<file path="src/rtl/soc_addr_map_decoder.sv">
// soc_addr_map_decoder
// Runtime-programmable address decoder placed between the CPU master port and
// the crossbar slave select. A small table of {base, length, valid} rules is
// written through a simple strobe-based config port and can be locked until
// the next reset. Request addresses are decoded combinationally against the
// table and registered into a single output stage that carries the matched
// slave index or a decode error. Decode misses are counted with saturation.

module soc_addr_map_decoder #(
   parameter  int unsigned NrRules    = 11,
   parameter  int unsigned AddrWidth  = 64,
   parameter  int unsigned DefaultIdx = 0,
   parameter  int unsigned CntWidth   = 16,
   localparam int unsigned IdxWidth   = (NrRules > 1) ? $clog2(NrRules) : 1
) (
   input  logic                 clk_i,
   input  logic                 rst_i,

   // Config port: single-cycle write strobe, no handshake.
   input  logic                 cfg_we_i,
   input  logic [IdxWidth-1:0]  cfg_idx_i,
   input  logic [AddrWidth-1:0] cfg_base_i,
   input  logic [AddrWidth-1:0] cfg_len_i,
   input  logic                 cfg_valid_i,
   input  logic                 cfg_lock_i,
   output logic                 cfg_err_o,
   output logic                 locked_o,

   // Decode request / response streams.
   input  logic                 req_valid_i,
   output logic                 req_ready_o,
   input  logic [AddrWidth-1:0] req_addr_i,
   output logic                 resp_valid_o,
   input  logic                 resp_ready_i,
   output logic [IdxWidth-1:0]  resp_idx_o,
   output logic                 resp_err_o,
   output logic [CntWidth-1:0]  err_cnt_o
);

   // Highest legal rule index; anything above it addresses no rule.
   localparam logic [IdxWidth-1:0] LastIdx    = IdxWidth'(NrRules - 1);
   localparam logic [IdxWidth-1:0] DefIdx     = IdxWidth'(DefaultIdx);
   localparam logic [CntWidth-1:0] CntSatVal  = {CntWidth{1'b1}};

   // ------------------------------------------------------------------
   // Rule table and config state
   // ------------------------------------------------------------------
   logic [AddrWidth-1:0] r_base  [NrRules];
   logic [AddrWidth-1:0] r_len   [NrRules];
   logic [NrRules-1:0]   r_valid;
   logic                 r_locked;
   logic                 r_cfg_err;

   logic w_idx_ok;
   logic w_cfg_wr;
   logic w_cfg_reject;

   assign w_idx_ok     = (cfg_idx_i <= LastIdx);
   // A write lands only while unlocked and aimed at an existing rule; the
   // lock check uses the registered lock, so a write issued together with
   // cfg_lock_i is still applied.
   assign w_cfg_wr     = cfg_we_i && !r_locked && w_idx_ok;
   assign w_cfg_reject = cfg_we_i && (r_locked || !w_idx_ok);

   // Rule table update: one rule written per accepted config strobe.
   always_ff @(posedge clk_i) begin
      if (rst_i) begin
         for (int i = 0; i < int'(NrRules); i++) begin
            r_base[i]  <= '0;
            r_len[i]   <= '0;
            r_valid[i] <= 1'b0;
         end
      end else begin
         for (int i = 0; i < int'(NrRules); i++) begin
            if (w_cfg_wr && (cfg_idx_i == IdxWidth'(i))) begin
               r_base[i]  <= cfg_base_i;
               r_len[i]   <= cfg_len_i;
               r_valid[i] <= cfg_valid_i;
            end
         end
      end
   end

   // Sticky lock and one-cycle rejected-write pulse.
   always_ff @(posedge clk_i) begin
      if (rst_i) begin
         r_locked  <= 1'b0;
         r_cfg_err <= 1'b0;
      end else begin
         r_cfg_err <= w_cfg_reject;
         if (cfg_lock_i) begin
            r_locked <= 1'b1;
         end
      end
   end

   // ------------------------------------------------------------------
   // Address match
   // ------------------------------------------------------------------
   // Each rule is checked as addr >= base && (addr - base) < len. The
   // subtraction is only meaningful when addr >= base, and no base+len sum
   // is ever formed, so a rule that ends exactly at the top of the address
   // space cannot wrap around to cover low addresses. len = 0 never matches.
   logic [AddrWidth-1:0] w_offset [NrRules];
   logic [NrRules-1:0]   w_hit;

   for (genvar g = 0; g < int'(NrRules); g++) begin : g_match
      assign w_offset[g] = req_addr_i - r_base[g];
      assign w_hit[g]    = r_valid[g]
                        && (req_addr_i >= r_base[g])
                        && (w_offset[g] < r_len[g]);
   end

   logic                w_hit_any;
   logic [IdxWidth-1:0] w_hit_idx;

   // Priority select: scan from the top so the lowest matching index wins.
   always_comb begin
      w_hit_any = 1'b0;
      w_hit_idx = DefIdx;
      for (int i = int'(NrRules) - 1; i >= 0; i--) begin
         if (w_hit[i]) begin
            w_hit_any = 1'b1;
            w_hit_idx = IdxWidth'(i);
         end
      end
   end

   // ------------------------------------------------------------------
   // Output register stage
   // ------------------------------------------------------------------
   // Handshake: a transfer happens on a rising edge where valid and ready
   // are both high. The producer holds valid (and its payload) until that
   // edge; ready may depend combinationally on the consumer's ready.
   // Here req_ready_o = !resp_valid_o || resp_ready_i, so a held response
   // frees the register in the same cycle it is accepted and back-to-back
   // requests flow at one decode per cycle.
   logic                r_resp_valid;
   logic [IdxWidth-1:0] r_resp_idx;
   logic                r_resp_err;
   logic [CntWidth-1:0] r_err_cnt;

   logic w_req_ready;
   logic w_req_fire;

   assign w_req_ready = !r_resp_valid || resp_ready_i;
   assign w_req_fire  = req_valid_i && w_req_ready;

   // Response register: load on accepted request, clear when drained.
   always_ff @(posedge clk_i) begin
      if (rst_i) begin
         r_resp_valid <= 1'b0;
         r_resp_idx   <= DefIdx;
         r_resp_err   <= 1'b0;
      end else if (w_req_fire) begin
         r_resp_valid <= 1'b1;
         r_resp_idx   <= w_hit_any ? w_hit_idx : DefIdx;
         r_resp_err   <= !w_hit_any;
      end else if (resp_ready_i) begin
         r_resp_valid <= 1'b0;
      end
   end

   // Decode-error counter: counts misses entering the register, saturating.
   always_ff @(posedge clk_i) begin
      if (rst_i) begin
         r_err_cnt <= '0;
      end else if (w_req_fire && !w_hit_any && (r_err_cnt != CntSatVal)) begin
         r_err_cnt <= r_err_cnt + 1'b1;
      end
   end

   assign req_ready_o  = w_req_ready;
   assign resp_valid_o = r_resp_valid;
   assign resp_idx_o   = r_resp_idx;
   assign resp_err_o   = r_resp_err;
   assign err_cnt_o    = r_err_cnt;
   assign cfg_err_o    = r_cfg_err;
   assign locked_o     = r_locked;

endmodule

</file>
<file path="config.mk">
export PLATFORM = sky130hd
export DESIGN_NAME = soc_addr_map_decoder
export DESIGN_NICKNAME = d
export VERILOG_FILES = /design/src/rtl/soc_addr_map_decoder.sv
export SDC_FILE = /design/constraint.sdc
export NUM_CORES = 2
export LEC_CHECK = 0
export CAP_MARGIN = 0
export CORE_MARGIN = 2
export CORE_UTILIZATION = 45
export CTS_CLUSTER_SIZE = 24
export DETAILED_ROUTE_END_ITERATION = 10
export PLACE_DENSITY = 0.62
export SYNTH_ARGS = -nofsm -noshare
export SYNTH_HDL_FRONTEND = slang
export SYNTH_SLANG_ARGS = --single-unit
</file>
<file path="constraint.sdc">
create_clock -name clk_i -period 10.3 [get_ports clk_i]
set_clock_uncertainty 0.2 [all_clocks]
set_input_delay 2.06 -clock clk_i [delete_from_list [all_inputs] [get_ports clk_i]]
set_output_delay 2.06 -clock clk_i [all_outputs]
set_load 0.02 [all_outputs]
</file>
==> results.md <==
Timing:
- The slew at the pin closest to its max-slew limit is 1330 ps.
- The final max-slew violation count was 0.
- Setup violations remaining at the end of the flow were counted as 0.
- The clock period minus final worst setup slack is about 10000 ps.
- Setup repair after global routing left no endpoint under its margin.
- The worst slack on hold paths is 272.4 ps.
- Timing would allow up to between 0.09 and 0.1 GHz.
- The number of hold violations in the final report is 0.
- The worst path uses 97.98% of the clock period.
- The worst-case headroom to the max-slew limit is 11.14%.

Worst setup path:
- The delay contributed by the slowest stage of the critical path is 540 ps.
- The worst path buffer plus inverter count is 9.
- The data arrival time of the critical path is between 10000 and 15000 ps.
- STA classifies the critical path endpoint as a flop.
- The endpoint required time on the critical path is 10820 ps.
- The maximum fanout along the worst path is 14.
- The largest individual stage delay along the critical path comes from the cell sky130_fd_sc_hd__a2111oi_0.
- The most numerous cell on the critical path is sky130_fd_sc_hd__buf_4.
- The startpoint type of the worst setup path is an input port.
- The family of cells with the greatest summed delay on the critical path is compound AO/OA/AOI/OAI gates.
- The setup path with the least slack is of type in2reg.

Synth:
- Summing the areas of all compound-gate instances in the mapped netlist gives 16.96% of the synthesized area.
- The largest family of logic cells by synthesized area is compound AO/OA/AOI/OAI gates.
- The multiplexer share of the synthesized area is 0.1135%.
- The simple-gate portion of the synthesized area is 13.89%.
- The share of the synthesized area in the top cell type is between 30% and 40%.
- The most instantiated flip-flop cell in the synthesis netlist is sky130_fd_sc_hd__edfxtp_1.
- The number of distinct standard cells referenced by the synthesized netlist is between 90 and 100.
- The number of synthesized flops with an enable pin is 1408.
- Synthesis inferred 1443 register bits.
- The number of warnings issued by yosys is 0.
- The net count after synthesis is 13445.
- The most area-hungry cell type in the Yosys netlist is sky130_fd_sc_hd__edfxtp_1.
- The fraction of registers with async set or reset after synthesis is 0%.
- Of the synthesized area, sequential elements account for between 30 and 40%.
- The arithmetic-cell share of the synthesized area counting full adders, half adders and majority gates is 16.40%.
- Sorting the synthesized cells by area gives the leading types as sky130_fd_sc_hd__edfxtp_1, sky130_fd_sc_hd__ha_1, sky130_fd_sc_hd__inv_1, sky130_fd_sc_hd__nor2_1, sky130_fd_sc_hd__a21o_1.
- The mean post-synth cell area is 9.126 um^2.
- The synthesized netlist devotes 5.312% of its cell area to XOR and XNOR gates.
- The post-synthesis cell count is 11833.
- The total standard cell area after synthesis is 108000 um^2.

Power and ir drop:
- IR analysis of the VDD net gives a maximum drop of 137.5 uV.
- The clock share of power is 34.2%.
- In this run the static leakage power is 54.61 nW.
- In this run the power density over the cells is 149.9 nW/um^2.
- Combinational logic burns 29.5% of the power.
- The share of power burned in registers is between 30% and 40%.
- The internal power summed over all cells is 12.45 mW.
- The power spent charging and discharging nets is 6.124 mW.
- The switching fraction of total power is between 30% and 40%.

Drt:
- The mean number of vias per cell is ~5.9.
- The number of vias in the routed layout is between 90000 and 100k.
- The residual antenna-violating net count after detailed routing is 0.
- After the first detailed-routing iteration, the DRC count stood at 10779.
- The routed design has 432700 um of wire.
- The length of the first detailed-routing pass in iterations is 6.
- The DRC violation count after routing is 0.
- The post-detailed-route wirelength per cell is 27.37 um.

Layout:
- The finished layout holds 15808 standard cells, fillers aside.
- The area growth from synthesis to layout is 14.80%.
- Of the cells placed in the final design, the portion with a size suffix greater than 1 is 8.229%.
- Leaving out fill and tap cells, the most frequent cell in the layout is sky130_fd_sc_hd__inv_1.
- The library cells used most frequently in the layout, excluding fill and tap cells, are sky130_fd_sc_hd__inv_1, sky130_fd_sc_hd__nor2_1, sky130_fd_sc_hd__edfxtp_1.
- The net count of the finished layout is 14093.
- The cell area after layout is 124000 um^2.

Die:
- The die covers 243900 um^2.
- The die boundary height is 493.9 um.
- From left edge to right edge, the die measures 493.9 um.
- After floorplanning, the core was divided into 179 placement rows.
- The initial utilization of the core area, before any placement, comes to 45.32%.
- The placeable core region is roughly 240000 um^2.
- The boundary pin count is 228.

Placement:
- After detailed placement, the total cell area comes to about 120000 um^2.
- Routability-driven placement finished with a final weighted congestion of 0.9989.
- The cell count after placement is 15472.
- The number of I/O port buffers is 227.
- After legalization and detailed placement, the total HPWL measured 328200 um.

GRT:
- The total routing usage reported by global routing is 34.76%.
- The initial antenna violation count is 46.
- Entering global routing, the biggest net connects 129 pins.
- The total global routing overflow is 0.
- The first global-routing pass estimated 613800 um of wire.
- The number of global-route vias before repair is between 80000 and 90000.

Clock tree:
- The clock latency on the worst-skew pair is 850 ps.
- After clock tree synthesis, the repair step resized 0 gates.
- In this run the clock root is driven by a sky130_fd_sc_hd__clkbuf_16.
- The worst-case clock buffer depth is 3.
- The number of setup buffers added after CTS is 0.
- The CTS tree is yes.
- The clock buffer count from CTS is 174.
- The clock transition at the registers of the reported paths is 60 ps.
- The H-tree was split into 4 levels.
- For this design, the sink count on the clock tree is 1443.
- For this design, the CTS-stage hold fixing added 0 buffers.

Min path:
- The type of the tightest min-delay check is reg2reg.

Run status:
- The run finished with clean final reports.

Job:
- The reported max-cap violation count is 0.
[cells by family after synthesis]
| logic type | Yosys count |
|---|---|
| flip-flops | 1443 |
| adder cells (fa/ha/maj) | 1409 |
| buffers and inverters | 2161 |
| multiplexers | 12 |
| AO/OA/AOI/OAI | 2822 |
| XOR/XNOR | 655 |
| AND/OR/NAND/NOR | 3331 |
[worst paths after layout]
| kind | from | end | slack (ps) | cells past startpoint |
|---|---|---|---|---|
| setup reg to reg | r_base[9][0] | err_cnt_o[5] | 1700 | 34 |
| hold / removal | resp_idx_o[1] | resp_idx_o[1] | 270 | 2 |
| setup / recovery | req_addr_i[0] | err_cnt_o[14] | 210 | 37 |
| hold reg to reg | resp_idx_o[1] | resp_idx_o[1] | 270 | 2 |
[state kept, by name, summed over array words and instances (netlist names)]
name,cells
err_cnt_o,16
r_base,704
cfg_err_o,1
resp_err_o,1
r_len,704
resp_idx_o,4
r_valid,11
resp_valid_o,1
locked_o,1
[final cells by class]
| cell class | count | area [um^2] |
|---|---|---|
| fillers | 22141 | 114300 |
| multi-input cells | 8229 | 57110 |
| flip-flops and latches | 1443 | 42980 |
| repair buffers | 893 | 7607 |
| inverters | 1740 | 6536 |
| clock buffers | 219 | 4657 |
| well taps | 3167 | 3963 |
| clock inverters | 102 | 1076 |
| diodes | 15 | 37.54 |
[synth_stat cells, types with 27 or more instances]
cell                        count
sky130_fd_sc_hd__nand2_1      567
sky130_fd_sc_hd__a2111oi_0     27
sky130_fd_sc_hd__a221oi_1      32
sky130_fd_sc_hd__a21o_1       683
sky130_fd_sc_hd__nor4_1        40
sky130_fd_sc_hd__nand4_1      251
sky130_fd_sc_hd__nand2b_1     111
sky130_fd_sc_hd__inv_1       1739
sky130_fd_sc_hd__nor3_1       106
sky130_fd_sc_hd__or3_1         36
sky130_fd_sc_hd__a31oi_1       94
sky130_fd_sc_hd__a211oi_1      71
sky130_fd_sc_hd__o211ai_1      58
sky130_fd_sc_hd__o21bai_1     131
sky130_fd_sc_hd__a21boi_0      31
sky130_fd_sc_hd__xnor2_1      432
sky130_fd_sc_hd__ha_1        1398
sky130_fd_sc_hd__xor2_1       223
sky130_fd_sc_hd__o21ai_0      416
sky130_fd_sc_hd__and3_1        80
sky130_fd_sc_hd__o21a_1       107
sky130_fd_sc_hd__and2_1        32
sky130_fd_sc_hd__edfxtp_1    1408
sky130_fd_sc_hd__nor2b_1      126
sky130_fd_sc_hd__clkbuf_1     414
sky130_fd_sc_hd__dfxtp_1       35
sky130_fd_sc_hd__nor2_1      1696
sky130_fd_sc_hd__a21oi_1      879
sky130_fd_sc_hd__o31ai_1       43
sky130_fd_sc_hd__nand3_1      173
[power by group through the flow]
stage / clock [mW] / combinational (mW) / sequential (mW)
4_1_cts: 6.40 / 5.37 / 6.74
2_1_floorplan: 0 / 3.26 / 6.87
3_5_place_dp: 0 / 5.33 / 6.86
3_3_place_gp: 0 / 5.25 / 6.85
6_report: 6.36 / 5.48 / 6.74
5_1_grt: 6.62 / 5.94 / 6.76
[per-stage QoR]
stage / total power, mW / util (%) / setup TNS, ps / setup WS, ps
after floorplan: 10.14 / - / 0 / 1662
after global placement: 12.10 / 49.60 / -4948 / -411.9
after detailed placement: 12.19 / 49.60 / -4538 / -438.9
after CTS: 18.51 / 52.01 / 0 / 405.8
after global routing: 19.31 / 52.01 / 0 / 21.44
final: 18.58 / 52.02 / 0 / 208.5
[routing by layer]
layer,vias up,global-route usage [%],part of all wire [%]
met5,-,0,0.026
met4,16,14.83,4.8
met3,756,8.076,11
met2,4415,51.23,42
met1,45277,48.70,42
li1,42687,-,-
[worst reg2reg max path, delay by kind of cell, from the launching register on]
family,cells,cell delay (ps)
xor+xnor,1,160
fa+ha+maj,3,710
buf+inv,5,870
simple gates,12,2960
flops,1,360
compound gates,13,3260
Note: power is estimated with default switching activity, not from simulation.
